`src/rtl/pim_op_sequencer.sv`:
```
// Upstream controller for the PIM DataPath. It reads two operands, loads them into
// DataPath reg 0/1, runs one opcode and writes the result back, one command per 6 cycles.
module pim_op_sequencer #(
  parameter int unsigned DATA_W = 32,
  parameter int unsigned ADDR_W = 8
) (
  input  logic              clk_i,
  input  logic              rst_i,

  input  logic              cmd_valid_i,
  output logic              cmd_ready_o,
  input  logic [1:0]        cmd_op_i,
  input  logic [ADDR_W-1:0] cmd_src_a_i,
  input  logic [ADDR_W-1:0] cmd_src_b_i,
  input  logic [ADDR_W-1:0] cmd_dst_i,

  output logic [ADDR_W-1:0] mem_addr_o,
  output logic              mem_rd_en_o,
  input  logic [DATA_W-1:0] mem_rdata_i,
  output logic              mem_wr_en_o,
  output logic [DATA_W-1:0] mem_wdata_o,

  output logic              dp_reg_select_o,
  output logic [DATA_W-1:0] dp_load_data_o,
  output logic              dp_load_enable_o,
  output logic [1:0]        dp_opcode_o,
  input  logic [DATA_W-1:0] dp_out_i,

  output logic              busy_o,
  output logic              done_o
);

  localparam logic [2:0] StIdle = 3'd0;
  localparam logic [2:0] StRdA  = 3'd1;
  localparam logic [2:0] StLdA  = 3'd2;
  localparam logic [2:0] StLdB  = 3'd3;
  localparam logic [2:0] StExec = 3'd4;
  localparam logic [2:0] StWb   = 3'd5;

  logic [2:0]        state_q, state_d;
  logic [1:0]        op_q, op_d;
  logic [ADDR_W-1:0] src_a_q, src_a_d;
  logic [ADDR_W-1:0] src_b_q, src_b_d;
  logic [ADDR_W-1:0] dst_q, dst_d;

  always_ff @(posedge clk_i or posedge rst_i) begin
    if (rst_i) begin
      state_q <= StIdle;
      op_q    <= '0;
      src_a_q <= '0;
      src_b_q <= '0;
      dst_q   <= '0;
    end else begin
      state_q <= state_d;
      op_q    <= op_d;
      src_a_q <= src_a_d;
      src_b_q <= src_b_d;
      dst_q   <= dst_d;
    end
  end

  // The command is only captured in idle, so fields stay frozen for the whole operation.
  always_comb begin
    state_d = state_q;
    op_d    = op_q;
    src_a_d = src_a_q;
    src_b_d = src_b_q;
    dst_d   = dst_q;
    case (state_q)
      StIdle: begin
        if (cmd_valid_i) begin
          state_d = StRdA;
          op_d    = cmd_op_i;
          src_a_d = cmd_src_a_i;
          src_b_d = cmd_src_b_i;
          dst_d   = cmd_dst_i;
        end
      end
      StRdA:   state_d = StLdA;
      StLdA:   state_d = StLdB;
      StLdB:   state_d = StExec;
      StExec:  state_d = StWb;
      StWb:    state_d = StIdle;
      default: state_d = StIdle;
    endcase
  end

  // Outputs are pure decodes of state, so an asynchronous reset clears them immediately.
  always_comb begin
    cmd_ready_o      = 1'b0;
    busy_o           = 1'b1;
    done_o           = 1'b0;
    mem_addr_o       = '0;
    mem_rd_en_o      = 1'b0;
    mem_wr_en_o      = 1'b0;
    mem_wdata_o      = '0;
    dp_reg_select_o  = 1'b0;
    dp_load_data_o   = '0;
    dp_load_enable_o = 1'b0;
    dp_opcode_o      = 2'b00;
    case (state_q)
      StRdA: begin
        mem_rd_en_o = 1'b1;
        mem_addr_o  = src_a_q;
      end
      StLdA: begin
        dp_load_data_o   = mem_rdata_i;
        dp_load_enable_o = 1'b1;
        mem_rd_en_o      = 1'b1;
        mem_addr_o       = src_b_q;
      end
      StLdB: begin
        dp_load_data_o   = mem_rdata_i;
        dp_reg_select_o  = 1'b1;
        dp_load_enable_o = 1'b1;
      end
      StExec: begin
        dp_opcode_o = op_q;
      end
      StWb: begin
        dp_opcode_o = op_q;
        mem_wr_en_o = 1'b1;
        mem_addr_o  = dst_q;
        mem_wdata_o = dp_out_i;
        done_o      = 1'b1;
      end
      default: begin
        cmd_ready_o = 1'b1;
        busy_o      = 1'b0;
      end
    endcase
  end

endmodule

```
`config.mk`:
```
export PLATFORM = sky130hd
export DESIGN_NAME = pim_op_sequencer
export DESIGN_NICKNAME = d
export VERILOG_FILES = /design/src/rtl/pim_op_sequencer.sv
export SDC_FILE = /design/constraint.sdc
export NUM_CORES = 1
export LEC_CHECK = 0
export BUFFER_PORTS_ARGS = -buffer_cell sky130_fd_sc_hd__clkbuf_2
export CELL_PAD_IN_SITES_DETAIL_PLACEMENT = 0
export CELL_PAD_IN_SITES_GLOBAL_PLACEMENT = 1
export CORE_UTILIZATION = 27
export DETAILED_ROUTE_END_ITERATION = 12
export GPL_TIMING_DRIVEN = 1
export PLACE_DENSITY_LB_ADDON = 0.1
export SETUP_SLACK_MARGIN = 0.1
export SYNTH_ARGS = -nofsm -noshare
export SYNTH_HDL_FRONTEND = slang
export SYNTH_SLANG_ARGS = --single-unit
```
`constraint.sdc`:
```
create_clock -name clk_i -period 3.59 [get_ports clk_i]
set_input_delay 0.5385 -clock clk_i [delete_from_list [all_inputs] [get_ports clk_i]]
set_output_delay 0.5385 -clock clk_i [all_outputs]
set_load 0.02 [all_outputs]
```
==> metrics.txt <==
status=finished clean; Worst setup EP type=output pin; Peak Freq=0.388 GHz; max_cap viols=0; Max Used Layer=met4; Min Hold Slack=301 ps; Top delay family on crit path=buffers and inverters; worst-skew pair later-pin latency=280 ps; leak pwr=1.66 nW; top cells by area, synth=dfrtp_1 (39%), and2_1 (22%), mux2_2 (15%); setup_tns=0 ps; power consumption=2.26 mW; RD Place Congestion=0.689; Relative slew margins=0.657; Power per Cell Area=774 mW/mm^2; antenna violations before repair=0; postcts setup bufs=0; largest net degree at the start of global routing=43; vias in the first global route=1606; Via density=4.37; CORE AREA=0.00676 mm^2; Ys Warns=0; cell mode on critical path=buf_4; worst-path cell chain=buf_4, and3b_1, buf_4, a211o_1, clkbuf_2; post-synth cell types=22; die height=85.3 um; WL met1=2430 um; starting density of the core=0.278; global route total overflow=0; hold buffers post-CTS=0; CTS Buffer Depth=2; asr flop ratio synth=1.00; Post-Syn Area=0.00188 mm^2; root buffer cell=clkbuf_8; NumNets Final=440; DRT Pass-1 Iters=4; Mapped Nets=272; n_diodes=0; Post-synth EDFFs=0; Routed Antenna Nets=0; Setup crit start kind=flop; # clock sinks=29; CTS tree=done; crit path DAT=2040 ps; Top FF cell, synth=dfrtp_1; post-CTS resize count=0; synthesized instance count=179; Routed Wire Length=5480 um; Clock Skew=10.7 ps; Max IR drop VDD=0.000454 V; DRC=0; Starting DRT DRC Count=70; critical path peak fanout=42; DR WL/cell=12.8 um; GR Util All Layers=0.141; full die area=0.00728 mm^2; CTS H-tree lvls=2; area leader, netlist=dfrtp_1; Worst Hold Class=in2async; Crit Path Category=reg2out; Buf/Inv on CP=3; Post-DP HPWL=4200 um; layout cells sized above 1=0.621; Met3 Routed Length=334 um; IO Port Bufs=173; P&R area growth vs syn=55.6%; Slew Viols, Final=0; DR WL met2=2680 um; Post-Route Utilization=0.432; die width=85.3 um; Max stage delay cell, worst path=dfrtp_1; Mean Syn Cell Area=10.5 um^2; IO Pins=174; Seq cells post-synth=29; min Tclk post-route=2580 ps; worst stage delay on the critical path=620 ps; FP Rows=30; detailed-route via count=1871; Crit path required time=3050 ps; first-pass GRT wire length=7990 um; CTS buffer count=5; Final setup viols=0; Synth top area share=0.387; Final Cycle Share=0.718; Least-Margin Pin Slew=514 ps; RSZ-0062 raised after global routing=false; clk slew on worst S/H paths=70 ps; Seq/Total Area, Yosys=0.387; Hold Vio Cnt, Final=0
## per-stage QoR
| step | std cells | setup WS, ps | cell area [um^2] |
|---|---|---|---|
| 2_1_floorplan | 179 | 1530 | 1880 |
| 3_3_place_gp | 420 | 1310 | 2800 |
| 3_5_place_dp | 420 | 1300 | 2800 |
| 4_1_cts | 428 | 981 | 2920 |
| 5_1_grt | 428 | 818 | 2920 |
| 6_report | 428 | 1010 | 2920 |
## layout make-up
| type | count | area, um^2 |
|---|---|---|
| Fill cell | 685 | 3840 |
| Multi-Input combinational cell | 130 | 1050 |
| Timing Repair Buffer | 180 | 918 |
| Sequential cell | 29 | 726 |
| Tap cell | 80 | 100 |
| Clock buffer | 6 | 82.6 |
| Clock inverter | 2 | 37.5 |
| Inverter | 1 | 3.75 |
## sequential cells by signal (all words and copies together), names as in the netlist
register,flops
state_q,3
src_b_q,8
src_a_q,8
op_q,2
dst_q,8
## synth_stat cells, types with 2 or more instances
library cell and count:
nor2_1 3, a211o_1 8, and4bb_2 2, and3b_1 3
clkbuf_1 13, buf_4 2, nor4bb_1 14, buf_6 2
buf_2 2, nor3_1 2, and2_1 65, mux2_2 25
dfrtp_1 29
## worst paths after layout
kind,endpoint,cells past startpoint,slack [ps],from
hold reg to reg,src_a_q[2],1,500,src_a_q[2]
max in group asynchronous,src_b_q[7],3,3000,rst_i
setup reg to reg,dst_q[4],3,1840,state_q[2]
min in group clk_i,src_b_q[4],2,470,cmd_src_b_i[4]
setup / recovery,mem_addr_o[0],5,1010,state_q[2]
hold / removal,src_b_q[4],3,300,rst_i
## logic make-up after synthesis
logic type	synth area share
mux	0.156
flops	0.387
compound gates	0.0527
buf+inv	0.0534
simple gates	0.346
xor+xnor	0.00467
## worst min-delay path, delay by kind of cell
kind                   cells  cell delay (ps)
buffers and inverters      3              460
## power breakdown
group,switching (mW),internal (mW),total [mW]
logic,0.718,0.587,1.31
clock network,0.129,0.225,0.355
registers,0.105,0.494,0.599
total,0.952,1.31,2.26
## routing by layer
layer / GRT usage / vias up
met1: 0.181 / 829
met5: 0 / -
met3: 0.0311 / 6
li1: - / 953
met4: 0.0409 / 0
met2: 0.237 / 83
## layout by cell type (no fill, tap or decap), drive strengths merged
cell	netlist	layout
and2	65	65
nor2	3	3
xnor2	1	1
nor4bb	14	14
dfrtp	29	29
nor4b	1	1
nor2b	1	1
a22o	1	1
mux2	26	26
a211o	8	8
a211oi	1	1
bufinv	0	1
buf	6	7
and4bb	2	2
clkinvlp	0	1
clkbuf	13	179
nor3	2	2
and3b	3	3
a21o	1	1
a21oi	1	1
inv	1	1
Note: power is estimated with default switching activity, not from simulation.
